### src/rtl/dpr_copy_engine_if.sv
// RAM-side bus of the copy engine: port A is the read port, port B the write port
// of a dual-port RAM with a one-cycle registered read.
interface dpr_copy_engine_if #(
  parameter int ADDR_SIZE = 8,
  parameter int DATA_SIZE = 8
);
  logic                 en_a;
  logic                 we_a;
  logic [ADDR_SIZE-1:0] addr_a;
  logic [DATA_SIZE-1:0] dout_a;
  logic                 en_b;
  logic                 we_b;
  logic [ADDR_SIZE-1:0] addr_b;
  logic [DATA_SIZE-1:0] din_b;

  modport master (
    output en_a, we_a, addr_a,
    input  dout_a,
    output en_b, we_b, addr_b, din_b
  );

  modport slave (
    input  en_a, we_a, addr_a,
    output dout_a,
    input  en_b, we_b, addr_b, din_b
  );
endinterface

### src/rtl/dpr_copy_engine.sv
// Copies len words from src to dst inside a dual-port RAM, one word per cycle,
// overlapping the read of word i with the write of word i-1.
module dpr_copy_engine #(
  parameter int ADDR_SIZE = 8,
  parameter int DATA_SIZE = 8
) (
  input  logic                 clk,
  input  logic                 rst,
  input  logic                 start,
  input  logic                 abort,
  input  logic [ADDR_SIZE-1:0] src_addr,
  input  logic [ADDR_SIZE-1:0] dst_addr,
  input  logic [ADDR_SIZE:0]   len,
  output logic                 busy,
  output logic                 done,
  output logic [ADDR_SIZE:0]   count,
  output logic [1:0]           dbg_state,
  dpr_copy_engine_if.master    ram
);

  // Handshake: start is a request sampled only in IDLE (ignored otherwise, never
  // queued); done is a one-cycle completion pulse; abort is sampled only in RUN.
  typedef enum logic [1:0] {
    IDLE  = 2'd0,
    RUN   = 2'd1,
    DRAIN = 2'd2,
    DONE  = 2'd3
  } state_t;

  state_t               state;
  logic [ADDR_SIZE:0]   rd_left;
  logic [ADDR_SIZE-1:0] wr_addr;
  logic                 en_a_r;
  logic                 en_b_r;
  logic [ADDR_SIZE-1:0] addr_a_r;
  logic [ADDR_SIZE-1:0] addr_b_r;

  assign dbg_state  = state;
  assign ram.en_a   = en_a_r;
  assign ram.we_a   = 1'b0;
  assign ram.addr_a = addr_a_r;
  assign ram.en_b   = en_b_r;
  assign ram.we_b   = en_b_r;
  assign ram.addr_b = addr_b_r;
  // Read data arrives one cycle after the read and goes straight to the write port.
  assign ram.din_b  = ram.dout_a;

  always_ff @(posedge clk) begin
    if (rst) begin
      state    <= IDLE;
      busy     <= 1'b0;
      done     <= 1'b0;
      count    <= '0;
      rd_left  <= '0;
      wr_addr  <= '0;
      en_a_r   <= 1'b0;
      en_b_r   <= 1'b0;
      addr_a_r <= '0;
      addr_b_r <= '0;
    end else begin
      case (state)
        IDLE: begin
          done <= 1'b0;
          if (start) begin
            count    <= '0;
            wr_addr  <= dst_addr;
            addr_a_r <= src_addr;
            if (len != '0) begin
              state   <= RUN;
              busy    <= 1'b1;
              en_a_r  <= 1'b1;
              rd_left <= len - 1'b1;
            end else begin
              state <= DONE;
              done  <= 1'b1;
            end
          end
        end
        RUN: begin
          // Every RUN cycle issues a read, so the next cycle always writes.
          en_b_r   <= 1'b1;
          addr_b_r <= wr_addr;
          wr_addr  <= wr_addr + 1'b1;
          if (en_b_r) count <= count + 1'b1;
          if (abort || rd_left == '0) begin
            en_a_r <= 1'b0;
            state  <= DRAIN;
          end else begin
            addr_a_r <= addr_a_r + 1'b1;
            rd_left  <= rd_left - 1'b1;
          end
        end
        DRAIN: begin
          en_b_r <= 1'b0;
          busy   <= 1'b0;
          done   <= 1'b1;
          count  <= count + 1'b1;
          state  <= DONE;
        end
        DONE: begin
          done  <= 1'b0;
          state <= IDLE;
        end
        default: state <= IDLE;
      endcase
    end
  end

endmodule

### src/flat_wrapper.sv
// flat-port wrapper written by rule: the top's interface ports become plain ports
module dpr_copy_engine_flat 
#(
  parameter int ADDR_SIZE = 8,
  parameter int DATA_SIZE = 8
)
  (clk, rst, start, abort, src_addr, dst_addr, len, busy, done, count, dbg_state, ram_en_a, ram_we_a, ram_addr_a, ram_dout_a, ram_en_b, ram_we_b, ram_addr_b, ram_din_b);
  dpr_copy_engine_if #(.ADDR_SIZE(ADDR_SIZE), .DATA_SIZE(DATA_SIZE)) ram_i ();
  input  logic clk;
  input  logic rst;
  input  logic start;
  input  logic abort;
  input  logic [ADDR_SIZE-1:0] src_addr;
  input  logic [ADDR_SIZE-1:0] dst_addr;
  input  logic [ADDR_SIZE:0] len;
  output logic busy;
  output logic done;
  output logic [ADDR_SIZE:0] count;
  output logic [1:0] dbg_state;
  output wire logic [$bits(ram_i.en_a)-1:0] ram_en_a;
  output wire logic [$bits(ram_i.we_a)-1:0] ram_we_a;
  output wire logic [$bits(ram_i.addr_a)-1:0] ram_addr_a;
  input wire logic [$bits(ram_i.dout_a)-1:0] ram_dout_a;
  output wire logic [$bits(ram_i.en_b)-1:0] ram_en_b;
  output wire logic [$bits(ram_i.we_b)-1:0] ram_we_b;
  output wire logic [$bits(ram_i.addr_b)-1:0] ram_addr_b;
  output wire logic [$bits(ram_i.din_b)-1:0] ram_din_b;
  assign ram_en_a = ram_i.en_a;
  assign ram_we_a = ram_i.we_a;
  assign ram_addr_a = ram_i.addr_a;
  assign ram_i.dout_a = ram_dout_a;
  assign ram_en_b = ram_i.en_b;
  assign ram_we_b = ram_i.we_b;
  assign ram_addr_b = ram_i.addr_b;
  assign ram_din_b = ram_i.din_b;
  dpr_copy_engine #(.ADDR_SIZE(ADDR_SIZE), .DATA_SIZE(DATA_SIZE)) u_core (.clk(clk), .rst(rst), .start(start), .abort(abort), .src_addr(src_addr), .dst_addr(dst_addr), .len(len), .busy(busy), .done(done), .count(count), .dbg_state(dbg_state), .ram(ram_i));
endmodule
### config.mk
export PLATFORM = sky130hd
export DESIGN_NAME = dpr_copy_engine_flat
export DESIGN_NICKNAME = d
export VERILOG_FILES = /design/src/rtl/dpr_copy_engine_if.sv /design/src/rtl/dpr_copy_engine.sv /design/src/flat_wrapper.sv
export SDC_FILE = /design/constraint.sdc
export NUM_CORES = 1
export LEC_CHECK = 0
export CAP_MARGIN = 5
export CORE_ASPECT_RATIO = 1.1
export CORE_MARGIN = 5
export CORE_UTILIZATION = 45
export CTS_BUF_LIST = sky130_fd_sc_hd__clkbuf_8
export DETAILED_ROUTE_END_ITERATION = 10
export GPL_TIMING_DRIVEN = 0
export PLACE_DENSITY_LB_ADDON = 0.2
export RECOVER_POWER = 100
export SLEW_MARGIN = 40
export SYNTH_ARGS = -nofsm -noshare
export SYNTH_HDL_FRONTEND = slang
export SYNTH_SLANG_ARGS = --single-unit
### constraint.sdc
create_clock -name clk -period 2.96 [get_ports clk]
set_input_delay 0.444 -clock clk [delete_from_list [all_inputs] [get_ports clk]]
set_output_delay 0.444 -clock clk [all_outputs]
set_load 0.005 [all_outputs]
; Word-level counts from Yosys, hierarchy flattened
; Index checks and enable logic that the tools add are counted.
[totals]
memories = 0
out_inout_bits = 41
regBits = 48
romBits = 0
mem_bits_rw = 0
latch_bits = 0
[op_classes]
mul = 0
n_lt_le_gt_ge = 0
shifts = 0
n_div = 0
bitwise_logic = 0
addsub = 5
n_mux = 25
n_reduce_logical = 16
n_eq_ne = 8
[op_table]
columns = operator, n
row1 = 9-bit two-way mux, 5
row2 = 8-bit one-hot mux with 2 select lines, 2
row3 = 9-bit one-hot mux with 3 select lines, 1
row4 = 8-bit two-way mux, 3
row5 = 9-bit one-hot mux with 2 select lines, 1
row6 = "9-bit by 1-bit subtractor with 9-bit output, second input constant", 2
row7 = "8-bit by 1-bit adder with 8-bit output, second input constant", 2
row8 = "9-bit by 1-bit adder with 9-bit output, second input constant", 1
row9 = 9-bit zero test, 1
row10 = 3-bit AND reduction, 3
row11 = 9-bit nonzero test, 1
row12 = 2-bit one-hot mux with 4 select lines, 1
row13 = 4-bit AND reduction, 2
row14 = 2-bit two-way mux, 3
row15 = "2-bit by 1-bit != test with 1-bit output, second input constant", 3
row16 = 1-bit one-hot mux with 2 select lines, 3
row17 = 2-bit nonzero test, 3
row18 = 3-bit nonzero test, 2
row19 = 1-bit two-way mux, 5
row20 = "2-bit == test, second input constant", 2
row21 = "2-bit != test, second input constant", 2
row22 = 2-bit AND reduction, 2
row23 = 1-bit one-hot mux with 3 select lines, 1
row24 = "2-bit by 1-bit == test with 1-bit output, second input constant", 1
row25 = 2 further kinds, 2

; Depth between registers and ports, before layout
; Gate-level depths: netlist of run 1.
[depth]
depth_word = 4
ltp_mapped = 12
depth_no_buf = 9

; Worst setup path before layout of run 1
; OpenSTA, ideal clock, no wires.
[synth_timing]
path_type = flip-flop to flip-flop
startpoint = reg u_core.state[1] (netlist: u_core.dbg_state[1])
endpoint = reg u_core.rd_left[6]
t_arrival_ns = 2.694
n_path_buf = 3
path_slack_ns = 0.133
required_time_ns = 2.828
path_stages_with_launch = 13
cell_sequence = dfxtp_1 > inv_1 > ha_1 > buf_4 > clkbuf_1 > buf_2 > mux2i_1 > ha_1 > nor4bb_1 > o21ai_0 > or3_1 > nand3_1 > a21oi_1
[synth_between]
elab_chain_cells = 3
[synth_rtl]
columns = element, line
row1 = "start, declared", dpr_copy_engine.sv:30  ; state_t state;
row2 = "start signal, assigned", dpr_copy_engine.sv:50  ; state <= IDLE;
row3 = "start signal, assigned", dpr_copy_engine.sv:69  ; state <= RUN;
row4 = "start signal, assigned", dpr_copy_engine.sv:74  ; state <= DONE;
row5 = 2-bit by 1-bit == test with 1-bit output / 2-bit zero test (equally long branches), dpr_copy_engine.sv:61  ; case (state)
row6 = 2-bit != test (no line) (tied with other cells), n/a
row7 = 4-bit AND reduction (no line), n/a
row8 = "end signal, assigned", dpr_copy_engine.sv:72  ; rd_left <= len - 1'b1;
row9 = "end signal, assigned", dpr_copy_engine.sv:90  ; rd_left <= rd_left - 1'b1;
row10 = "end, declared", dpr_copy_engine.sv:31  ; logic [ADDR_SIZE:0] rd_left;
; Parallel ways exist; a longest one is shown, timed or not.
; A chain may end at the register's enable or synchronous reset.

; Worst setup path in the final report of run 1
; Same ends and word-level chain as after synthesis.

==> summary.md, run 1 <==
| Metric | Value |
|---|---|
| Status | finished clean |
| Cell area after layout | ~0.0037 sq mm |
| Final Util | between 60% and 70% |
| Residual DRC | 0 |
| Top FF cell, synth | dfxtp_1 |
| FF+latch count, synth | 48 |
| Max cap viols | 0 |
| Initial antenna violation count | 0 |
| Setup Viol. Count Final | 0 |
| Slowest cell on crit path | or3_1 |
| Asr flop ratio synth | 0% |
| Synth-to-Final Area Change | 31.6% |
| Die H | 92.7 um |
| First-pass GRT wire length | 11700 um |
| # IOs | 78 |
| Vias | 2581 |
| Final TNS setup | 0 ps |
| Pin count of the biggest net entering global routing | 29 |
| Cells after Synth | around 330 |
| Via density | between 5 and 6 |
| Number of global-route vias before repair | 2435 |
| Final Hold Fails | 0 |
| Clock sink count | 48 |
| Core Area | just over 0.006 sq mm |
| Net Count, Synth | 372 |
| Drt pass-1 iters | 5 |
| Crit. End Element | flop |
| Maximum fanout along the worst path | 28 |
| GRT Overall Usage | 18.1% |
| Family with the most delay on the worst path | simple AND/OR/NAND/NOR gates |
| P_leak | 0.00141 uW |
| Setup slack at placement | -595 ps |
| Clk Latency, worst-skew pair | 310 ps |
| Max Root-Sink Buffers | 2 |
| Die area | 0.00789 sq mm |
| Syn Std Cell Area | 0.00280 sq mm |
| Max stage delay on crit path | 390 ps |
| WP buf/inv | 2 |
| Initial Util | 45.7% |
| H-Tree Depth | 2 |
| ANT nets after route | 0 |
| Min Tclk post-route | 2730 ps |
| Routability Congestion | a little under 0.9 |
| Crit-path cells | inv_1 -> ha_2 -> buf_6 -> mux2i_1 -> ha_1 -> nor4bb_2 -> o21ai_1 -> or3_1 -> nand3_1 -> a21oi_1 |
| Seq/Total Area, Yosys | 34.4% |
| Critical Path AT | 2900 ps |
| Layout cell share with drive strength beyond 1 | a little under a tenth |
| Critical path class | reg -> reg |
| Area of placed instances | about 0.0036 sq mm |
| RSZ-0062 raised after global routing | no |
| Syn avg cell area | 8.52 sq um |
| Final period util | 92.3% |
| Die W | 85.1 um |
| Fmax | 366 MHz |
| DR iter-0 viols | between 100 and 150 |
| Hold/Removal Path Class | reg -> reg |
| Antenna cell count | 0 |
| Setup WS post-layout | 227 ps |
| CTS tree | done |
| Max-Slew Margin vs Limit | a little over two fifths |
| Num CTS Buffers | 5 |
| Synth cell types | 53 |
| Total gr overflow | 0 |
| Least-Margin Pin Slew | between 800 and 900 ps |
| Clk pin slew, worst setup/hold paths | roughly 90 ps |
| Fin. max-slew vios | 0 |
| Worst vdd ir | 0.307 mV |
| Post-synth EDFFs | 0 |
| Power Density | ~480 mW/mm^2 |
| Rows | 30 |
| Required @ worst endpoint | about 3100 ps |
| Clock skew | 8.27 ps |
| I/O Buffers | 68 |
| Warnings, synthesis | 0 |
| PnR Total Power | approximately 1800 uW |
| Routed wire length per instance | 14.7 um |
| Worst setup SP type | flop |
| Dpl hpwl | 5340 um |
| CTS root buf | clkbuf_8 |
| Fin nets | 445 |
| Routed WL | 7070 um |
-- final cells by class --
type	count	area (sq um)
clock buffer	5	68.8
multi-input combinational	243	1650
inverter	11	41.3
tap	80	100
clock inverter	3	38.8
fill	573	2440
sequential	48	961
timing repair buffer	68	681
buffer	24	136
-- cell usage after synthesis, types with 3 or more instances --
cell	n	area, sq um
a211oi_1	7	52.6
a21o_1	3	22.5
a21oi_1	25	125
a22oi_1	6	45.0
a31oi_1	4	25.0
and2_1	4	25.0
and3_1	4	25.0
buf_2	8	40.0
buf_4	11	82.6
clkbuf_1	6	22.5
dfxtp_1	48	961
ha_1	7	87.6
inv_1	11	41.3
mux2i_1	23	230
nand2_1	25	93.8
nand3_1	15	75.1
nand3b_1	4	30.0
nand4_1	4	25.0
nor2_1	31	116
nor2b_1	5	31.3
nor3_1	5	25.0
o21ai_0	17	85.1
or3_1	4	25.0
xnor2_1	7	61.3
xor2_1	6	52.6
-- logic make-up after synthesis --
logic type / after synthesis / share of synthesized area, %
and+or+nand+nor: 122 / 24.4
AOI/OAI and AO/OA: 75 / 17.8
muxes: 25 / 9.04
DFF: 48 / 34.4
other: 1 / 0.134
buffers and inverters: 37 / 7.07
adders and majority gates: 7 / 3.13
xor gates and xnor gates: 13 / 4.07
-- cell usage in the layout, fill, tap and decap left out, drive strengths merged, types with 8 or more instances in the layout --
cell	Yosys	layout
dfxtp	48	48
dlygate4sd3	0	40
nor2	32	32
clkdlybuf4s50	0	28
nand2	26	26
a21oi	25	25
mux2i	23	23
clkbuf	6	18
o21ai	17	17
nand3	16	16
inv	11	12
buf	20	11
nor3	8	8
-- report_power, final --
part	switching (uW)	internal, uW
combinational	267	245
sequential	63.4	703
clock	228	248
-- path summary, 6_finish.rpt --
path	to	start	slack, ps	cells after the start
setup / recovery	u_core.rd_left[6]	u_core.dbg_state[1]	230	10
hold / removal	u_core.rd_left[4]	u_core.rd_left[4]	490	2
setup reg to reg	u_core.rd_left[6]	u_core.dbg_state[1]	230	10
hold reg to reg	u_core.rd_left[4]	u_core.rd_left[4]	490	2
-- worst min-delay path, cell delays in order, from the launching register on --
cell,delay (ps)
dfxtp_1,340
nand2_1,60
a21oi_1,50
-- timing repair --
item                                    in CTS  in global routing
hold buffers                                 0                  0
buffers inserted                             0                  0
resized for setup                            1                  4
pin swaps                                    0                  0
endpoints found under the setup margin       3                  2
-- stage by stage --
step | cells | hold WS [ps]
2_1_floorplan | 328 | 448
6_report | 482 | 491
3_5_place_dp | 476 | 479
4_1_cts | 482 | 491
5_1_grt | 482 | 530
3_3_place_gp | 476 | 472
-- flip-flops by register name, indices dropped and copies added (netlist names) --
signal             cells
u_core.ram.addr_b      8
u_core.ram.addr_a      8
u_core.rd_left         9
u_core.dbg_state       2
u_core.count           9
u_core.ram.en_b        1
u_core.wr_addr         8
u_core.ram.en_a        1
u_core.busy            1
u_core.done            1
-- routing by layer --
metal,vias up,part of all wire [%],global-route usage [%]
li1,1306,-,-
met1,1200,45,23.1
met2,66,49,30.9
met4,0,1.4,5.01
met5,-,0,0
met3,9,4.8,3.56
No activity file was read; power rests on OpenSTA's default activity.
==> inputs of run 2 (changes only) <==
- CORE_UTILIZATION: 45 -> 35
==> run 2 against run 1 <==
Net effect: maximum frequency is 2.1% lower; first-iteration DRC count shrank 5.1%; global-route usage is 2.8 points lower; critical path depth unchanged; clock power grew 8.6%; die area increased by 25%; clock-buffer cell count grew 1; sequential share of layout area decreased by 0.25 points; worst hold slack better by 2.7 ps; worst setup slack worse by 59 ps.
==> summary.md, run 2 (synthesis results as in run 1) <==
| Metric | Value |
|---|---|
| Final Hold Fails | 0 |
| RSZ-0062 raised after global routing | no |
| Status | finished clean |
| Critical path class | reg -> reg |
| # IOs | just under 80 |
| Initial antenna violation count | 0 |
| P_leak | 0.00141 uW |
| Postcts setup bufs | 0 |
| Commonest non-fill, non-tap cell in the layout | dfxtp_1 |
| Largest registers | u_core.count x9, u_core.rd_left x9 |
| Drt pass-1 iters | 4 |
| Clk pin slew, worst setup/hold paths | about 100 ps |
| Cell Int Power | 1220 uW |
| Max Root-Sink Buffers | 2 |
| Clock sink count | 48 |
| Synth-to-Final Area Change | 32.9% |
| Antenna cell count | 0 |
| Filler Cells Inserted | 778 |
| Routed wire length per instance | 14.4 um |
| Slowest cell on crit path | or3_1 |
| DR iter-0 viols | 111 |
| Via density | approximately 5.0 |
| Least-Margin Pin Slew | 838 ps |
| Die H | about 100 um |
| Placed cells | 504 |
| Post-CTS sizing | 2 |
| Sw Share | 31.7% |
| H-Tree Depth | 2 |
| Routability Congestion | ~0.8 |
| Most frequent cells in the layout | 48 x dfxtp_1, 40 x dlygate4sd3_1, 31 x nor2_1, 28 x clkdlybuf4s50_1, 26 x nand2_1 |
| I/O Buffers | 68 |
| Final TNS setup | 0 ps |
| Rows | 34 |
| First-pass GRT wire length | 12100 um |
| Total gr overflow | 0 |
| Worst vdd ir | 0.223 mV |
| Vias | 2568 |
| Initial Util | 35.5% |
| Clk Latency, worst-skew pair | 310 ps |
| Max cap viols | 0 |
| Core Area | 0.00787 sq mm |
| Comb pwr share | between 20% and 30% |
| Number of global-route vias before repair | around 2500 |
| Clk pwr share | about 29% |
| Routed WL | 7330 um |
| Hold/Removal Path Class | reg -> reg |
| Switching pwr | 568 uW |
| Crit-path cells | inv_1 -> ha_1 -> buf_8 -> mux2i_1 -> ha_1 -> nor4bb_1 -> o21ai_1 -> or3_1 -> nand3_1 -> a21oi_1 |
| CTS tree | done |
| GRT Overall Usage | 15.3% |
| Fin. max-slew vios | 0 |
| Die W | 95.2 um |
| Fin nets | 445 |
| Setup Viol. Count Final | 0 |
| Clock skew | 10.1 ps |
| CTS root buf | clkbuf_8 |
| Die area | 0.00988 sq mm |
| Most used cell, CP | ha_1 |
| Max-Slew Margin vs Limit | 42.6% |
| ANT nets after route | 0 |
| Max stage delay on crit path | approximately 400 ps |
| Layout cell share with drive strength beyond 1 | 8.46% |
| Pin count of the biggest net entering global routing | 29 |
| Required @ worst endpoint | 3140 ps |
| Hold-fix buffers, CTS | 0 |
| Crit. End Element | flop |
| Fmax | 358 MHz |
| Min Tclk post-route | around 2800 ps |
| Num CTS Buffers | 5 |
| Worst setup SP type | flop |
| Register share of total power | 42.8% |
| Final period util | 94.3% |
| Final non-filler cell total | 510 |
| Dpl hpwl | between 5000 and 6000 um |
| Residual DRC | 0 |
| Maximum fanout along the worst path | 28 |
| Power Density | 482 mW/mm^2 |
| Critical Path AT | 2970 ps |
## run 2: per-stage QoR
step                instance area, sq um  util, %  power [uW]  worst slack, ps  hold WS (ps)
floorplan                           2800        -        1110              133           448
global placement                    3610     45.9        1310             -578           473
detailed placement                  3610     45.9        1310             -590           486
CTS                                 3730     47.4        1830              126           496
global route                        3710     47.2        1900             20.0           518
finish                              3710     47.2        1790              168           494
## run 2: layout make-up
type / instances / area (sq um) / area share [%]
clock buffers: 6 / 82.6 / 2.22
multi-input cells: 243 / 1630 / 44.0
well taps: 108 / 135 / 3.64
flip-flops and latches: 48 / 961 / 25.9
inverters: 11 / 41.3 / 1.11
clock inverters: 2 / 38.8 / 1.04
plain buffers: 24 / 140 / 3.77
repair buffers: 68 / 681 / 18.3
## run 2: power by group through the flow
stage | registers [uW] | clock network (uW) | logic (uW)
finish | 766 | 517 | 508
global route | 776 | 555 | 566
CTS | 768 | 533 | 531
detailed placement | 783 | 0 | 531
global placement | 782 | 0 | 524
floorplan | 771 | 0 | 335
## run 2: metal layers
layer  wire (um)  vias up  track usage (%)
met2        3450       74             25.1
met5           0        -                0
met1        3300     1179             19.3
met3         470        9             3.99
li1            -     1306                -
met4         106        0             4.74
## run 2: final timing paths
| path | startpoint | to | slack, ps | cells after the start |
|---|---|---|---|---|
| setup / recovery | u_core.dbg_state[1] | u_core.rd_left[6] | 170 | 10 |
| hold / removal | u_core.rd_left[4] | u_core.rd_left[4] | 490 | 2 |
| setup reg to reg | u_core.dbg_state[1] | u_core.rd_left[6] | 170 | 10 |
| hold reg to reg | u_core.rd_left[4] | u_core.rd_left[4] | 490 | 2 |
## run 2: worst max-delay path: cells and delay by family, from the launching register on
family / cells / cell delay, ps
fa+ha+maj: 2 / 550
buf+inv: 2 / 360
simple gates: 3 / 830
compound gates: 2 / 270
mux: 1 / 260
flops: 1 / 380
==> inputs of run 3 (changes only) <==
- CAP_MARGIN: 5 -> 20
==> results of run 3 <==
The final DEF is identical to that of run 2; final timing and power are the same.
